--- src/rtl/uart_tx_arbiter.sv ---
// Round-robin, frame-granular arbiter sharing the uart AXI-Stream TX input between NUM_SRC producers.
// Optional macro UART_ARB_HEADER_EN prefixes each frame with a source-ID header byte (8'hA0 | grant_id).
//
// state | meaning
// IDLE  | no owner; pick the next requester searching upward from last_grant+1
// HDR   | header byte 8'hA0|grant_id offered downstream (UART_ARB_HEADER_EN only)
// PASS  | granted source forwarded until its tlast or MAX_FRAME beats

module uart_tx_arbiter #(
   parameter int NUM_SRC    = 2,
   parameter int DATA_WIDTH = 8,
   parameter int MAX_FRAME  = 64
) (
   input  logic                          clk_in,
   input  logic                          rst,
   input  logic [NUM_SRC*DATA_WIDTH-1:0] s_axis_tdata,
   input  logic [NUM_SRC-1:0]            s_axis_tvalid,
   input  logic [NUM_SRC-1:0]            s_axis_tlast,
   output logic [NUM_SRC-1:0]            s_axis_tready,
   output logic [DATA_WIDTH-1:0]         m_axis_tdata,
   output logic                          m_axis_tvalid,
   input  logic                          m_axis_tready,
   output logic [$clog2(NUM_SRC)-1:0]    grant_id,
   output logic                          busy,
   output logic                          err_overlen
);

   localparam int IDW = $clog2(NUM_SRC);
   localparam int SW  = IDW + 1;
   localparam logic [7:0] BEAT_LAST = 8'(MAX_FRAME - 1);

`ifdef UART_ARB_HEADER_EN
   typedef enum logic [1:0] {ST_IDLE = 2'd0, ST_HDR = 2'd1, ST_PASS = 2'd2} state_t;
`else
   typedef enum logic [1:0] {ST_IDLE = 2'd0, ST_PASS = 2'd2} state_t;
`endif

   state_t         state_q, state_d;
   logic [IDW-1:0] grant_q, grant_d;
   logic [IDW-1:0] last_grant_q, last_grant_d;
   logic [7:0]     beat_cnt_q, beat_cnt_d;

   logic [DATA_WIDTH-1:0] sel_data;
   logic                  sel_valid;
   logic                  sel_last;
   logic                  req_found;
   logic [IDW-1:0]        req_idx;

`ifdef UART_ARB_HEADER_EN
   logic [DATA_WIDTH-1:0] hdr_byte;
   assign hdr_byte = DATA_WIDTH'(8'hA0) | DATA_WIDTH'(grant_q);
`endif

   // base + step folded into 0..NUM_SRC-1; the sum never reaches 2*NUM_SRC
   function automatic logic [IDW-1:0] rr_index(input logic [IDW-1:0] base, input int step);
      logic [SW-1:0] sum;
      sum = {1'b0, base} + SW'(step);
      if (sum >= SW'(NUM_SRC)) sum = sum - SW'(NUM_SRC);
      return sum[IDW-1:0];
   endfunction

   always_comb begin : src_mux
      sel_data  = '0;
      sel_valid = 1'b0;
      sel_last  = 1'b0;
      for (int i = 0; i < NUM_SRC; i++) begin
         if (grant_q == IDW'(i)) begin
            sel_data  = s_axis_tdata[i*DATA_WIDTH +: DATA_WIDTH];
            sel_valid = s_axis_tvalid[i];
            sel_last  = s_axis_tlast[i];
         end
      end
   end

   always_comb begin : rr_pick
      req_found = 1'b0;
      req_idx   = last_grant_q;
      for (int k = 1; k <= NUM_SRC; k++) begin
         if (!req_found && s_axis_tvalid[rr_index(last_grant_q, k)]) begin
            req_found = 1'b1;
            req_idx   = rr_index(last_grant_q, k);
         end
      end
   end

   always_comb begin : fsm
      state_d       = state_q;
      grant_d       = grant_q;
      last_grant_d  = last_grant_q;
      beat_cnt_d    = beat_cnt_q;
      m_axis_tvalid = 1'b0;
      m_axis_tdata  = '0;
      s_axis_tready = '0;
      err_overlen   = 1'b0;
      unique case (state_q)
         ST_IDLE: begin
            if (req_found) begin
               grant_d    = req_idx;
               beat_cnt_d = '0;
`ifdef UART_ARB_HEADER_EN
               state_d    = ST_HDR;
`else
               state_d    = ST_PASS;
`endif
            end
         end
`ifdef UART_ARB_HEADER_EN
         ST_HDR: begin
            m_axis_tvalid = 1'b1;
            m_axis_tdata  = hdr_byte;
            if (m_axis_tready) state_d = ST_PASS;
         end
`endif
         ST_PASS: begin
            m_axis_tvalid = sel_valid;
            m_axis_tdata  = sel_data;
            for (int i = 0; i < NUM_SRC; i++) begin
               s_axis_tready[i] = (grant_q == IDW'(i)) && m_axis_tready;
            end
            if (sel_valid && m_axis_tready) begin
               if (beat_cnt_q != 8'hFF) beat_cnt_d = beat_cnt_q + 8'd1;
               if (sel_last) begin
                  last_grant_d = grant_q;
                  state_d      = ST_IDLE;
               end else if (beat_cnt_q == BEAT_LAST) begin
                  // force release; the rest of this frame re-arbitrates as a new one
                  err_overlen  = 1'b1;
                  last_grant_d = grant_q;
                  state_d      = ST_IDLE;
               end
            end
         end
         default: state_d = ST_IDLE;
      endcase
   end

   always_ff @(posedge clk_in) begin
      if (rst) begin
         state_q      <= ST_IDLE;
         grant_q      <= '0;
         last_grant_q <= IDW'(NUM_SRC - 1);
         beat_cnt_q   <= '0;
      end else begin
         state_q      <= state_d;
         grant_q      <= grant_d;
         last_grant_q <= last_grant_d;
         beat_cnt_q   <= beat_cnt_d;
      end
   end

   assign grant_id = grant_q;
   assign busy     = (state_q != ST_IDLE);

endmodule

--- config.mk ---
export PLATFORM = sky130hd
export DESIGN_NAME = uart_tx_arbiter
export DESIGN_NICKNAME = d
export VERILOG_FILES = /design/src/rtl/uart_tx_arbiter.sv
export SDC_FILE = /design/constraint.sdc
export NUM_CORES = 1
export LEC_CHECK = 0
export ABC_AREA = 1
export BUFFER_PORTS_ARGS = -buffer_cell sky130_fd_sc_hd__buf_2
export CORE_ASPECT_RATIO = 1.25
export CORE_UTILIZATION = 40
export CTS_CLUSTER_DIAMETER = 120
export DETAILED_ROUTE_END_ITERATION = 8
export PLACE_DENSITY = 0.73
export SLEW_MARGIN = 10
export SYNTH_ARGS = -nofsm -noshare
export SYNTH_HDL_FRONTEND = slang
export SYNTH_SLANG_ARGS = --single-unit
--- constraint.sdc ---
create_clock -name clk_in -period 1.26 [get_ports clk_in]
set_input_delay 0.252 -clock clk_in [delete_from_list [all_inputs] [get_ports clk_in]]
set_output_delay 0.252 -clock clk_in [all_outputs]
set_load 0.01 [all_outputs]
# ---- After elaboration in Yosys (flattened, before gate mapping)
# Index checks and enable logic that the tools add are counted.
dict set report totals {
  reg_bits 12
  inputBits 23
  out_inout_bits 14
  wordCells 65
}
dict set report op_classes {
  n_addsub 5
  magnitude_cmp 4
  eq_ne 7
  mux 31
  n_bitwise 1
  reduce_logical 13
}
# operator count
set ops {}
lappend ops {{8-bit 2-to-1 mux} 5}
lappend ops {{1-bit 2-to-1 mux} 19}
lappend ops {{8-bit case mux with 2 select lines} 1}
lappend ops {{2-bit 2-to-1 mux} 5}
lappend ops {{8-bit by 1-bit adder with 8-bit output, second input constant} 1}
lappend ops {{8-bit by 6-bit == test with 1-bit output, second input constant} 1}
lappend ops {{8-bit inequality test, second input constant} 1}
lappend ops {{2-bit inequality test, second input constant} 3}
lappend ops {{3-bit AND reduction} 2}
lappend ops {{2-bit nonzero test} 3}
lappend ops {{2-bit >= comparator, second input constant} 2}
lappend ops {{1-bit logical AND} 4}
lappend ops {{1-bit by 2-bit < comparator with 1-bit output, second input constant} 2}
lappend ops {{2-bit case mux with 2 select lines} 1}
lappend ops {{4-bit AND reduction} 1}
lappend ops {{3-bit inequality test, second input constant} 1}
lappend ops {{1-bit by 1-bit adder with 2-bit output, second input constant} 1}
lappend ops {{1-bit by 2-bit adder with 2-bit output, second input constant} 1}
lappend ops {{2-bit == test, second input constant} 1}
lappend ops {{2-bit zero test} 1}
lappend ops {{2-bit AND reduction} 1}
lappend ops {{1-bit subtractor, second input constant} 2}
lappend ops {{1-bit zero test} 1}
lappend ops {{1-bit inverter} 1}

# ---- Longest topological paths before layout
dict set report depth {
  ltp_word 11
  depth_mapped 9
  depth_no_buf 9
}

# ---- Worst setup path after synthesis
# No wires, ideal clock.
dict set report synth_timing {
  path_kind {flip-flop to output port}
  start {register state_q[1]}
  end {output s_axis_tready[0]}
  arrival_ns 1.115
  setup_slack_ns -0.107
  path_stages_with_launch 4
  path_cell_list {dfxtp_1 inv_2 buf_1 nor3_1}
}
dict set report synth_via {
  elab_chain_len 2
}
# item line
set synth_lines {}
lappend synth_lines {{from (decl)} 38} ;# state_t state_q, state_d;
lappend synth_lines {{from (signal assigned)} 144} ;# state_q <= state_d;
lappend synth_lines {{2-bit == test} 95} ;# unique case (state_q)
lappend synth_lines {{2-bit 2-to-1 mux} 95}
lappend synth_lines {{to (decl)} 19} ;# output logic [NUM_SRC-1:0] s_axis_tready,
# No other way between the ends.

# ---- Final worst setup path
dict set report layout_timing {
  start {register grant_q (netlist: grant_id)}
  end {output err_overlen}
}
dict set report layout_via {
  elab_chain_len 4
  word_cells_on_any_way 6
}
# item line
set layout_lines {}
lappend layout_lines {{from (decl)} 39} ;# logic [IDW-1:0] grant_q, grant_d;
lappend layout_lines {{from (signal assigned)} 145} ;# grant_q <= grant_d;
lappend layout_lines {{1-bit 2-to-1 mux} 67} ;# if (grant_q == IDW'(i)) begin
lappend layout_lines {{1-bit 2-to-1 mux / 1-bit logical AND (equally long branches)} {122, 120}}
lappend layout_lines {{1-bit 2-to-1 mux *} 120} ;# if (sel_valid && m_axis_tready) begin
lappend layout_lines {{1-bit 2-to-1 mux *} 95}
lappend layout_lines {{to (decl)} 25} ;# output logic err_overlen
# Mark *: on every way between the ends. The rest lies on a longest branch, timed or not.

==> reports/metrics.cfg <==
[place]
gp_congestion=0.8631
dp.cells=193
postPlaceCellArea_um2=1091
io_buffer_count=36
dp_hpwl_um=1666

[critical_path]
rrSetupSlack_ns=-0.20
r2r_start=beat_cnt_q[0]$_SDFFE_PP0P_
end_kind=primary output
critPathKind=reg2out
crit_arrival_ns=1.25
reg2regPathDepth=9
critPathRequiredTime_ns=1.01
setup.worst_path.start_class=flop
reg2reg_to=beat_cnt_q[1]$_SDFFE_PP0P_
critPathMaxFanout=6

[global_route]
grt_use_total=0.2540
gr-total-overflow=0
grt_start_max_net_pins=10
antenna_found_initial=0
first_global_vias=962
grt_pass1_wl_um=3684

[logic_synthesis]
synth.most_common_cell=nand2_1
yosysUniqueCellTypes=23
synth_async_sr_flop_share=0
seq_area_frac_synth=0.2843
synth_top_area_frac=0.2843
ys_ff_latch=11
ys.flop_type=dfxtp_1
synth_edf_count=0
yosysWarnings=0
synth_commonest_cells=nand2_1 (42), a21oi_1 (17), nor2_1 (15)
syn-num-nets=152
ys_top_cells_by_area=dfxtp_1 (28%), nand2_1 (20%), a21oi_1 (11%)
synth_area_um2=774.5
synth_area_per_cell_um2=6.051
yosysTopAreaCell=dfxtp_1
synth_cells=128

[timing]
relSlewSlack=0.8415
clock.fmax_mhz=665.0
fin_tns_setup_ns=-3.140
tightest_slew_ns=0.2373
hold_viol=0
timing.hold.ws_ns=0.2164
slew_viol_final=0
skew_ns=0.0009142
rsz0062_at_grt=true
setup_viol=20
fin_ws_ns=-0.2437
post-route-min-period_ns=1.504
min_period_over_period=1.193

[clock_network]
postCtsHoldBufs=0
clkSlewWorstSetupHoldPaths_ns=0.07
cts.htree.levels=1
clock_path_buffers=2
cts.sinks=11
clockRootBuffer=clkbuf_4
cts_tree=built
clock_latency_ns=0.27
cts_made_buffers=3

[die]
die_h_um=51.20
io_pins=37
initial_core_util=0.4335
fp.dieW_um=41.36
dieArea_um2=2117
rows=17
core_area_um2=1787

[run_status]
outcome=finished with violations
violations=setup timing

[route]
drc=0
vias=1049
ant_nets=0
routed_via_density=5.117
drtPass1Iterations=4
drt_iter0_drc=12
routed_wirelength_um=2514
drt-wirelength-per-cell_um=12.26

[pwr]
p_per_area_nw_per_um2=749.4
ir_drop_mv=0.5997
leakagePower_nw=0.6255

[finish]
multi_input_area_um2=644.4
drive_above_1_share=0.5430
final_cells=205
regArea_um2=230.2
num-nets-final=211
nFillCells=151
n_antenna_cell=0
final_area_um2=1318
area_growth_syn_to_layout_pct=70.11

[hold_path]
holdPathStages=2
min_path_type=in2reg
worstHoldEndpoint=beat_cnt_q[7]$_SDFFE_PP0P_
holdCritStartpoint=rst

[run]
cap_viol_max_count=0

[critical path, stage by stage, from the launching register on]
cell and delay [ns]:
dfxtp_4 0.37, inv_2 0.07, nand2_2 0.05, nand2_2 0.08, nand3_4 0.07, inv_2 0.07
nand2_2 0.05, nor2_2 0.09, buf_2 0.12
[cell type report]
class,count,share of cell area
well taps,19,0.01804
inverters,12,0.03799
multi-input cells,104,0.4891
flip-flops and latches,11,0.1747
repair buffers,55,0.2602
clock buffers,4,0.01994
[per-stage QoR]
| stage | setup WS (ns) | total power, W | utilization |
|---|---|---|---|
| floorplan | -0.001598 | 0.0005337 | - |
| global placement | -0.03967 | 0.0006709 | 0.6106 |
| detailed placement | -0.06011 | 0.0006779 | 0.6106 |
| CTS | -0.2301 | 0.0009561 | 0.6898 |
| global route | -0.3341 | 0.001057 | 0.7374 |
| finish | -0.2437 | 0.0009874 | 0.7374 |
[power breakdown]
group / internal (W) / total [W] / switching (W)
Clock: 0.000123 / 0.000242 / 0.000119
Combinational: 0.000164 / 0.000364 / 0.000199
Sequential: 0.000361 / 0.000382 / 0.0000208
[flip-flops by register name (all words and copies together), names as in the netlist]
signal,flops
beat_cnt_q,8
grant_id,1
last_grant_q,1
state_q,1
[kinds of logic after synthesis]
logic type,Yosys count,synth area share
simple gates,77,0.4523
compound gates,24,0.1664
buf+inv,14,0.06784
flops,11,0.2843
mux,1,0.01292
fa+ha+maj,1,0.01615
[placed cells by master (no fill, tap or decap), types with 3 or more instances in the layout]
| master | synthesis | final |
|---|---|---|
| nand2_4 | 2 | 4 |
| inv_1 | 9 | 8 |
| nand2_1 | 42 | 35 |
| nand3_2 | 2 | 3 |
| a21oi_1 | 17 | 11 |
| dfxtp_1 | 11 | 7 |
| nor2_1 | 15 | 12 |
| o21ai_1 | 1 | 3 |
| buf_2 | 0 | 36 |
| clkbuf_4 | 0 | 3 |
| buf_4 | 0 | 16 |
| nor2_2 | 0 | 3 |
| a21oi_2 | 1 | 6 |
| nand3_1 | 8 | 5 |
| nand2_2 | 2 | 8 |
[routing by layer]
| metal | vias to the layer above | global-route usage | routed length [um] |
|---|---|---|---|
| met2 | 43 | 0.4375 | 1284 |
| met1 | 466 | 0.2656 | 981 |
| met3 | 9 | 0.06087 | 173 |
| met5 | - | 0 | 0 |
| li1 | 531 | - | - |
| met4 | 0 | 0.1290 | 74 |
[how the worst max path moves through the flow]
stage                                     from           to  cells past startpoint
CTS                      grant_id$_SDFFE_PP0P_  err_overlen                      8
finish                   grant_id$_SDFFE_PP0P_  err_overlen                      8
global route             grant_id$_SDFFE_PP0P_  err_overlen                      8
floorplan           beat_cnt_q[0]$_SDFFE_PP0P_  err_overlen                      5
detailed placement  beat_cnt_q[0]$_SDFFE_PP0P_  err_overlen                      6
global placement    beat_cnt_q[0]$_SDFFE_PP0P_  err_overlen                      6
[timing repair]
action | in CTS | in global routing
pin swaps | 5 | 15
cloned | 1 | 0
setup buffers | 5 | 3
gates resized for setup | 21 | 21
setup endpoints to repair | 18 | 22
Power figures use the tool's default switching activity.
